===== src/rtl/aoi_pipe.sv =====
// aoi_pipe: two-stage valid/ready AOI/AO/OAI/OA slice over GROUPS x TERMS operands.
// Optional output toggle counter enabled by defining AOI_TOGGLE_CNT_EN.
module aoi_pipe #(
  parameter int GROUPS = 3,
  parameter int TERMS  = 3,
  parameter int CNT_W  = 16
) (
  input  logic                      CLK,
  input  logic                      RST_N,
  input  logic [GROUPS*TERMS-1:0]   IN_DATA,
  input  logic [1:0]                IN_MODE,
  input  logic                      IN_VALID,
  output logic                      IN_READY,
  output logic                      Y,
  output logic                      OUT_VALID,
  input  logic                      OUT_READY
`ifdef AOI_TOGGLE_CNT_EN
  ,
  input  logic                      CNT_CLR,
  output logic [CNT_W-1:0]          TOGGLE_CNT
`endif
);
  logic                    s1_v_q, s2_v_q, y_q, y_d;
  logic [GROUPS*TERMS-1:0] s1_data_q;
  logic [1:0]              s1_mode_q;
  logic [GROUPS-1:0]       and_v, or_v;
  logic                    s1_load, s2_load;

  for (genvar g = 0; g < GROUPS; g++) begin : grp
    assign and_v[g] = &s1_data_q[g*TERMS +: TERMS];
    assign or_v[g]  = |s1_data_q[g*TERMS +: TERMS];
  end

  // mode[1] picks product-of-sums, mode[0] clear means inverted output
  always_comb begin
    y_d = s1_mode_q[1] ? &or_v : |and_v;
    y_d = s1_mode_q[0] ? y_d : ~y_d;
  end

  assign s2_load  = s1_v_q && (!s2_v_q || OUT_READY);
  assign s1_load  = !s1_v_q || s2_load;
  assign IN_READY = RST_N && s1_load;
  assign Y         = y_q;
  assign OUT_VALID = s2_v_q;

  always_ff @(posedge CLK or negedge RST_N) begin
    if (!RST_N) begin
      s1_v_q    <= 1'b0;
      s1_data_q <= '0;
      s1_mode_q <= '0;
      s2_v_q    <= 1'b0;
      y_q       <= 1'b0;
    end else begin
      if (s1_load) s1_v_q <= IN_VALID;
      if (s1_load && IN_VALID) begin
        s1_data_q <= IN_DATA;
        s1_mode_q <= IN_MODE;
      end
      s2_v_q <= s2_load || (s2_v_q && !OUT_READY);
      if (s2_load) y_q <= y_d;
    end
  end

`ifdef AOI_TOGGLE_CNT_EN
  logic [CNT_W-1:0] cnt_q;
  logic             prev_q, hs;
  assign hs = s2_v_q && OUT_READY;
  always_ff @(posedge CLK or negedge RST_N) begin
    if (!RST_N) begin
      cnt_q  <= '0;
      prev_q <= 1'b0;
    end else if (CNT_CLR) begin
      cnt_q  <= '0;
      prev_q <= 1'b0;
    end else if (hs) begin
      prev_q <= y_q;
      if (y_q != prev_q && cnt_q != '1) cnt_q <= cnt_q + 1'b1;
    end
  end
  assign TOGGLE_CNT = cnt_q;
`endif
endmodule


===== config.mk =====
export PLATFORM = sky130hd
export DESIGN_NAME = aoi_pipe
export DESIGN_NICKNAME = d
export VERILOG_FILES = /design/src/rtl/aoi_pipe.sv
export SDC_FILE = /design/constraint.sdc
export NUM_CORES = 1
export LEC_CHECK = 0
export BUFFER_PORTS_ARGS = -buffer_cell sky130_fd_sc_hd__buf_2
export CAP_MARGIN = 25
export CORE_AREA = 2 2 39 41
export DETAILED_ROUTE_END_ITERATION = 10
export DIE_AREA = 0 0 41 43
export PLACE_DENSITY = 0.72
export SYNTH_ARGS = -nofsm -noshare
export SYNTH_HDL_FRONTEND = slang
export SYNTH_SLANG_ARGS = --single-unit

===== constraint.sdc =====
create_clock -name CLK -period 4.9 [get_ports CLK]
set_clock_uncertainty 0.15 [all_clocks]
set_input_delay 0.735 -clock CLK [delete_from_list [all_inputs] [get_ports CLK]]
set_output_delay 0.735 -clock CLK [all_outputs]
set_load 0.02 [all_outputs]

Word-level counts from Yosys, hierarchy flattened

Index checks and enable logic that the tools add are counted.
W data, S select, Z words.

Input bits: 15
Word-level logic and storage cells: 26
Register bits after elaboration: 14

Reduce and logical (&&, ||, !) cells: 18
Mux-type cells: 2
Bitwise gates (word level): 1

Operators with widths:

| kind                | count |
|---|---|
| $reduce_and A3 Y1   | 4 |
| $reduce_or A3 Y1    | 4 |
| $logic_and A1 B1 Y1 | 4 |
| $logic_not A1 Y1    | 3 |
| $logic_or A1 B1 Y1  | 3 |
| $mux W1             | 2 |
| $not A1 Y1          | 1 |

Logic depth before layout (Yosys ltp)

Gate-level depths: netlist (run 1).

Word-level depth: 5
Depth in mapped cells: 4

Worst setup path before layout (run 1)

No wires, ideal clock.

Kind: in2out
Start: in OUT_READY
End: out IN_READY
Stages: 2
Setup slack: 2.884 ns
Arrival time: 1.131 ns
Required time: 4.015 ns
Cells stage by stage: nand3b_1 > and2_1

Longest elaborated chain between the ends: 4

Ends and longest elaborated chain:

| item                | RTL line | text |
|---|---|---|
| start, declared     | 16       | `input logic OUT_READY` |
| $logic_or A1 B1 Y1  | 40       | `assign s2_load = s1_v_q && (!s2_v_q \|\| OUT_READY);` |
| $logic_and A1 B1 Y1 | 40       |  |
| $logic_or A1 B1 Y1  | 41       | `assign s1_load = !s1_v_q \|\| s2_load;` |
| $logic_and A1 B1 Y1 | 42       | `assign IN_READY = RST_N && s1_load;` |
| end, declared       | 13       | `output logic IN_READY,` |

Every way passes these cells.

Final worst setup path (run 1)

Start: in RST_N
End: out IN_READY

Longest elaborated chain between the ends: 1

Ends and longest elaborated chain:

| item                | RTL line | text |
|---|---|---|
| start, declared     | 9        | `input logic RST_N,` |
| $logic_and A1 B1 Y1 | 42       |  |

Every way passes these cells.

==> metrics.cfg, run 1 <==
[timing]
final_hold_viol_count=0
grt_setup_unrepaired=no
period_minus_slack_ns=2.24
worst_pin_slew_ns=0.446
period_share_pct=45.8
fmax_mhz=446
drv_slew=0
max-slew-margin-rel_pct=70.2
tns_ns=0
hold_slack_ns=0.190
setup_viol=0

[route]
drt_first_iter_violations=2
routed_wl_um=936
drcViolationCount=0
via_count=426
vias_per_cell=5.13
wl_per_cell_um=11.3
ant_nets=0
drtPass1Iterations=3

[floorplanning]
coreArea_mm2=0.00138
fp-row-count=14
die-area_mm2=0.00176
ioPinCount=18
die_w_um=41
start_util_pct=44.2
chipHeight_um=43

[yosys]
syn_nets=62
yosysWarnings=0
synthCells=47
seq_area_frac_synth_pct=57.3
synthesis.area_um2=612
synth.avg_cell_area_um2=13.0
yosys_register_bits=14
synth_cell_types=18

[placement]
dp_hpwl_um=737
placed_area_um2=712
port_buffers=17
routabilityCongestion=0.696

[critical_path]
crit_buf_inv=2
critical_path_class=input port to output port
r2r_slack_ns=3.29
cp.required_ns=4.01
end_kind=output port
r2r-end=Y
crit_end=IN_READY
crit_top_cell=buf_2
crit_fanout=15
worstSetupStartpointType=input port
cpMaxStageDelayCell=buf_2
cpPeakStageDelay_ns=0.28
cp.depth=3
cp_data_arrival_time_ns=1.36
crit_chain=buf_2, and2_1, buf_2
cpLargestDelayFamily=buffers and inverters
crit_start=RST_N
r2r_start=s1_data_q[7]
r2r_cells=4

[clocking]
ctsResizeCount=0
clk_path_buf_depth=2
cts_tree=done
cts_buffers=3
clk_pin_slew_ns=0.08
cts_setup_buffers=0
cts_hold_buf=0
cts_sinks=14
htreeDepth=1
clk_latency_ns=0.27
cts_root_buffer=clkbuf_4

[grt]
overflow=0
grt_pass1_wl_um=1790
grt_max_degree=16
grt_usage_pct=15.0
grt_antenna_before_repair=0
grt_pass1_vias=434

[pwr]
power_density_mw_per_mm2=368
peakVddDrop_v=0.000205
power_uw=275
power_leakage_uw=0.000335

[job]
drv_cap=0

[finish]
fin_area_um2=748
finalCoreUtilization_pct=54.1
final_layout_size_suffix_gt1_share_pct=41.8
nets=83
diodes=0
area_growth_pct=22.3

[outcome]
status=completed

[worst_hold_path]
worstHoldPathType=input port to asynchronous set/reset pin

[stage by stage]
| step | setup slack (ns) | instances |
|---|---|---|
| 3_5_place_dp | 2.64 | 79 |
| 4_1_cts | 2.64 | 83 |
| 6_report | 2.66 | 83 |
| 5_1_grt | 2.58 | 83 |
| 3_3_place_gp | 2.65 | 79 |
| 2_1_floorplan | 2.88 | 47 |
[cells by family (layout without fill, tap and decap cells)]
family,count (synthesis),in the layout,synth area share (%)
buffers and inverters,1,21,0.817
AOI/OAI and AO/OA,5,5,5.11
DFF,14,14,57.3
muxes,11,11,20.2
and+or+nand+nor,16,16,16.6
[cells in the final DEF (no fill, tap or decap), drive strengths merged]
cell type	netlist	routed
clkbuf	0	4
or4	1	1
nand2	2	2
a21oi	1	1
a31oi	1	1
nand3b	1	1
nand2b	3	3
nor3	3	3
nand3	2	2
nor2	1	1
o31ai	2	2
and2	2	2
nand4b	1	1
buf	1	17
mux2	11	11
dfrtp	14	14
o21ai	1	1
[registers in the layout (all words and copies together) (netlist names)]
register and cells:
s1_v_q 1, s1_mode_q 2, OUT_VALID 1, Y 1, s1_data_q 9
[Yosys cell counts (all sizes together)]
master   n  share of area (%)
nand3b   1                1.2
dfrtp   14                 57
nand2b   3                3.1
a31oi    1                1.0
nand4b   1                1.4
a21oi    1               0.82
nor2     1               0.61
nor3     3                4.1
and2     2                2.0
o31ai    2                2.5
or4      1                1.2
nand3    2                1.6
mux2    11                 20
o21ai    1               0.82
buf      1               0.82
nand2    2                1.2
[per-layer routing]
layer | track usage [%] | vias to the layer above | routed length, µm
met5 | 0 | - | 0
met4 | 8.00 | 0 | 0
met3 | 4.71 | 0 | 61
met2 | 22.2 | 11 | 452
met1 | 18.8 | 203 | 422
li1 | - | 212 | -
[report_power, final]
part / internal, µW / switching, µW
Sequential: 133 / 13.4
Combinational: 25.9 / 23.0
Clock: 45.1 / 34.9
Total: 204 / 71.3
[layout make-up]
type | instances | area, µm²
Fill cell | 127 | 636
Sequential cell | 14 | 350
Multi-Input combinational cell | 32 | 256
Timing Repair Buffer | 17 | 85.1
Clock buffer | 4 | 36.3
Tap cell | 16 | 20.0
[worst min path at each step]
stage | slack, ns | to | cells after the start
6_report | 0.19 | s1_data_q[2] | 1
5_1_grt | 0.20 | s1_data_q[6] | 1
4_1_cts | 0.19 | s1_data_q[2] | 1
3_5_place_dp | 0.36 | s1_mode_q[0] | 1
3_3_place_gp | 0.33 | OUT_VALID | 1
2_1_floorplan | 0.29 | OUT_VALID | 0
No activity file was read; power rests on OpenSTA's default activity.
==> inputs of run 2 (changes only) <==
--- a/config.mk
+++ b/config.mk
@@ -7,10 +7,9 @@
 export LEC_CHECK = 0
 export BUFFER_PORTS_ARGS = -buffer_cell sky130_fd_sc_hd__buf_2
 export CAP_MARGIN = 25
-export CORE_AREA = 2 2 39 41
+export CORE_UTILIZATION = 43
 export DETAILED_ROUTE_END_ITERATION = 10
-export DIE_AREA = 0 0 41 43
-export PLACE_DENSITY = 0.72
+export PLACE_DENSITY = 0.71
 export SYNTH_ARGS = -nofsm -noshare
 export SYNTH_HDL_FRONTEND = slang
 export SYNTH_SLANG_ARGS = --single-unit
==> constraint.sdc (replaced) <==
create_clock -name CLK -period 1.95 [get_ports CLK]
set_clock_uncertainty 0.15 [all_clocks]
set_input_delay 0.2925 -clock CLK [delete_from_list [all_inputs] [get_ports CLK]]
set_output_delay 0.2925 -clock CLK [all_outputs]
set_load 0.02 [all_outputs]
==> run 2 against run 1 <==
Effect of this change: wire length increased by 5.8%; largest power group unchanged; sequential cell count unchanged; largest cell class unchanged; utilization increased by 4.0 points; highest routed layer unchanged; critical endpoint unchanged.
==> metrics.cfg, run 2 (same netlist as run 1, synthesis figures left out) <==
[clocking]
clk_pin_slew_ns=0.08  ; about the same
cts_root_buffer=clkbuf_4  ; unchanged
cts_hold_buf=1  ; was 0
htreeDepth=1  ; unchanged
cts_tree=done  ; unchanged
clk_latency_ns=0.27  ; about the same
cts_sinks=14  ; unchanged
ctsResizeCount=0  ; unchanged
cts_buffers=3  ; unchanged
cts_setup_buffers=0  ; unchanged
clk_path_buf_depth=2  ; unchanged

[floorplanning]
chipHeight_um=39.7  ; was 43 µm
die-area_mm2=0.00158  ; was 0.00176 mm²
coreArea_mm2=0.00132  ; was 0.00138 mm²
ioPinCount=18  ; unchanged
die_w_um=39.7  ; was 41 µm
fp-row-count=13  ; was 14
start_util_pct=46.4  ; was 44.2%

[finish]
largest_register_ffs=9  ; unchanged
ff_latch_area_um2=350  ; unchanged
diodes=0  ; unchanged
final_layout_size_suffix_gt1_share_pct=42.0  ; was 41.8%
nets=85  ; was 83
area_growth_pct=24.9  ; was 22.3%
fillerInstances=119  ; was 127
regMostFlops=s1_data_q  ; unchanged
reg_top3=s1_data_q: 9 flops, s1_mode_q: 2 flops  ; unchanged
fin_area_um2=764  ; was 748 µm²
multi_input_area_um2=256  ; unchanged
layout_commonest_cell=buf_2  ; unchanged
final_cell_mix=17 x buf_2, 14 x dfrtp_1, 6 x mux2_1  ; unchanged

[critical_path]
end_kind=output port  ; unchanged
crit_chain=dlygate4sd3_1, buf_2, and2_1, buf_2  ; was buf_2, and2_1, buf_2
crit_top_cell=buf_2  ; unchanged
cpPeakStageDelay_ns=0.54  ; was 0.28 ns
cp.required_ns=1.51  ; was 4.01 ns
crit_buf_inv=3  ; was 2
cpMaxStageDelayCell=dlygate4sd3_1  ; was buf_2
crit_fanout=2  ; was 15
critical_path_class=input port to output port  ; unchanged
cp_data_arrival_time_ns=1.23  ; was 1.36 ns
cpLargestDelayFamily=buffers and inverters  ; unchanged
worstSetupStartpointType=input port  ; unchanged

[grt]
grt_antenna_before_repair=0  ; unchanged
grt_pass1_wl_um=1500  ; was 1790 µm
grt_max_degree=15  ; was 16
grt_pass1_vias=366  ; was 434
overflow=0  ; unchanged
grt_usage_pct=15.2  ; was 15.0%

[placement]
dp_hpwl_um=729  ; was 737 µm
routabilityCongestion=0.745  ; was 0.696
placed_area_um2=718  ; was 712 µm²
port_buffers=17  ; unchanged

[timing]
tns_ns=0  ; unchanged
period_share_pct=85.8
fmax_mhz=598
drv_slew=0  ; unchanged
hold_slack_ns=0.0693  ; was 0.190 ns
period_minus_slack_ns=1.67
grt_setup_unrepaired=no  ; unchanged
max-slew-margin-rel_pct=71.3  ; was 70.2%
final_hold_viol_count=0  ; unchanged
worst_pin_slew_ns=0.430  ; was 0.446 ns
setup_viol=0  ; unchanged

[pwr]
power_density_mw_per_mm2=915  ; was 368 mW/mm²
peakVddDrop_v=0.000593  ; was 0.000205 V
power_leakage_uw=0.000344  ; was 0.000335 µW

[route]
wl_per_cell_um=11.8  ; was 11.3 µm
drt_first_iter_violations=8  ; was 2
drcViolationCount=0  ; unchanged
vias_per_cell=4.92  ; was 5.13
routed_wl_um=990  ; was 936 µm
ant_nets=0  ; unchanged
drtPass1Iterations=5  ; was 3
via_count=413  ; was 426

[job]
drv_cap=0  ; unchanged

[worst_hold_path]
worstHoldPathType=input port to flop  ; was input port to asynchronous set/reset pin

[outcome]
status=completed  ; unchanged

[run 2: cell types whose count changed in the layout (fill, tap and decap cells not counted)]
cell,before,now
dlygate4sd3_1,0,1
buf_4,0,1
[run 2: per-layer routing]
metal  part of all wire (%)  vias to the layer above  track usage [%]
met5                      0                        -                0
li1                       -                      215                -
met1                     44                      191             18.7
met2                     53                        7             23.4
met3                    3.2                        0             5.11
met4                      0                        0             7.76
[run 2: worst register-to-register path: stages, from the launching register on]
cell     delay [ns]
dfrtp_1        0.41
nor3_2         0.22
o31ai_1        0.12
or4_1          0.50
a31oi_1        0.17
[run 2: final timing paths]
path / from / to / slack, ns / cells past startpoint
worst max-delay path: RST_N / IN_READY / 0.28 / 4
worst min-delay path: IN_VALID / s1_v_q / 0.07 / 2
worst max register to register: s1_data_q[7] / Y / 0.32 / 4
worst min register to register: s1_v_q / OUT_VALID / 0.33 / 1
max in group asynchronous: RST_N / s1_data_q[3] / 1.14 / 3
min in group asynchronous: RST_N / OUT_VALID / 0.34 / 3
[run 2: cell type report]
cell class / count / area share (%)
Clock buffer: 4 / 4.75
Multi-Input combinational cell: 32 / 33.6
Tap cell: 15 / 2.45
Sequential cell: 14 / 45.8
Timing Repair Buffer: 19 / 13.4
[run 2: power breakdown]
part / switching, µW / internal [µW]
Combinational: 59.3 / 67.8
Sequential: 34.0 / 334
Clock: 90.7 / 114
[run 2: stage by stage]
stage / instances / util [%] / setup slack (ns) / total power (µW)
after floorplan: 47 / - / 0.410 / 454
after global placement: 79 / 54.5 / 0.345 / 496
after detailed placement: 79 / 54.5 / 0.339 / 501
after CTS: 84 / 58.0 / 0.281 / 709
after global routing: 84 / 58.0 / 0.238 / 742
final: 84 / 58.0 / 0.276 / 699
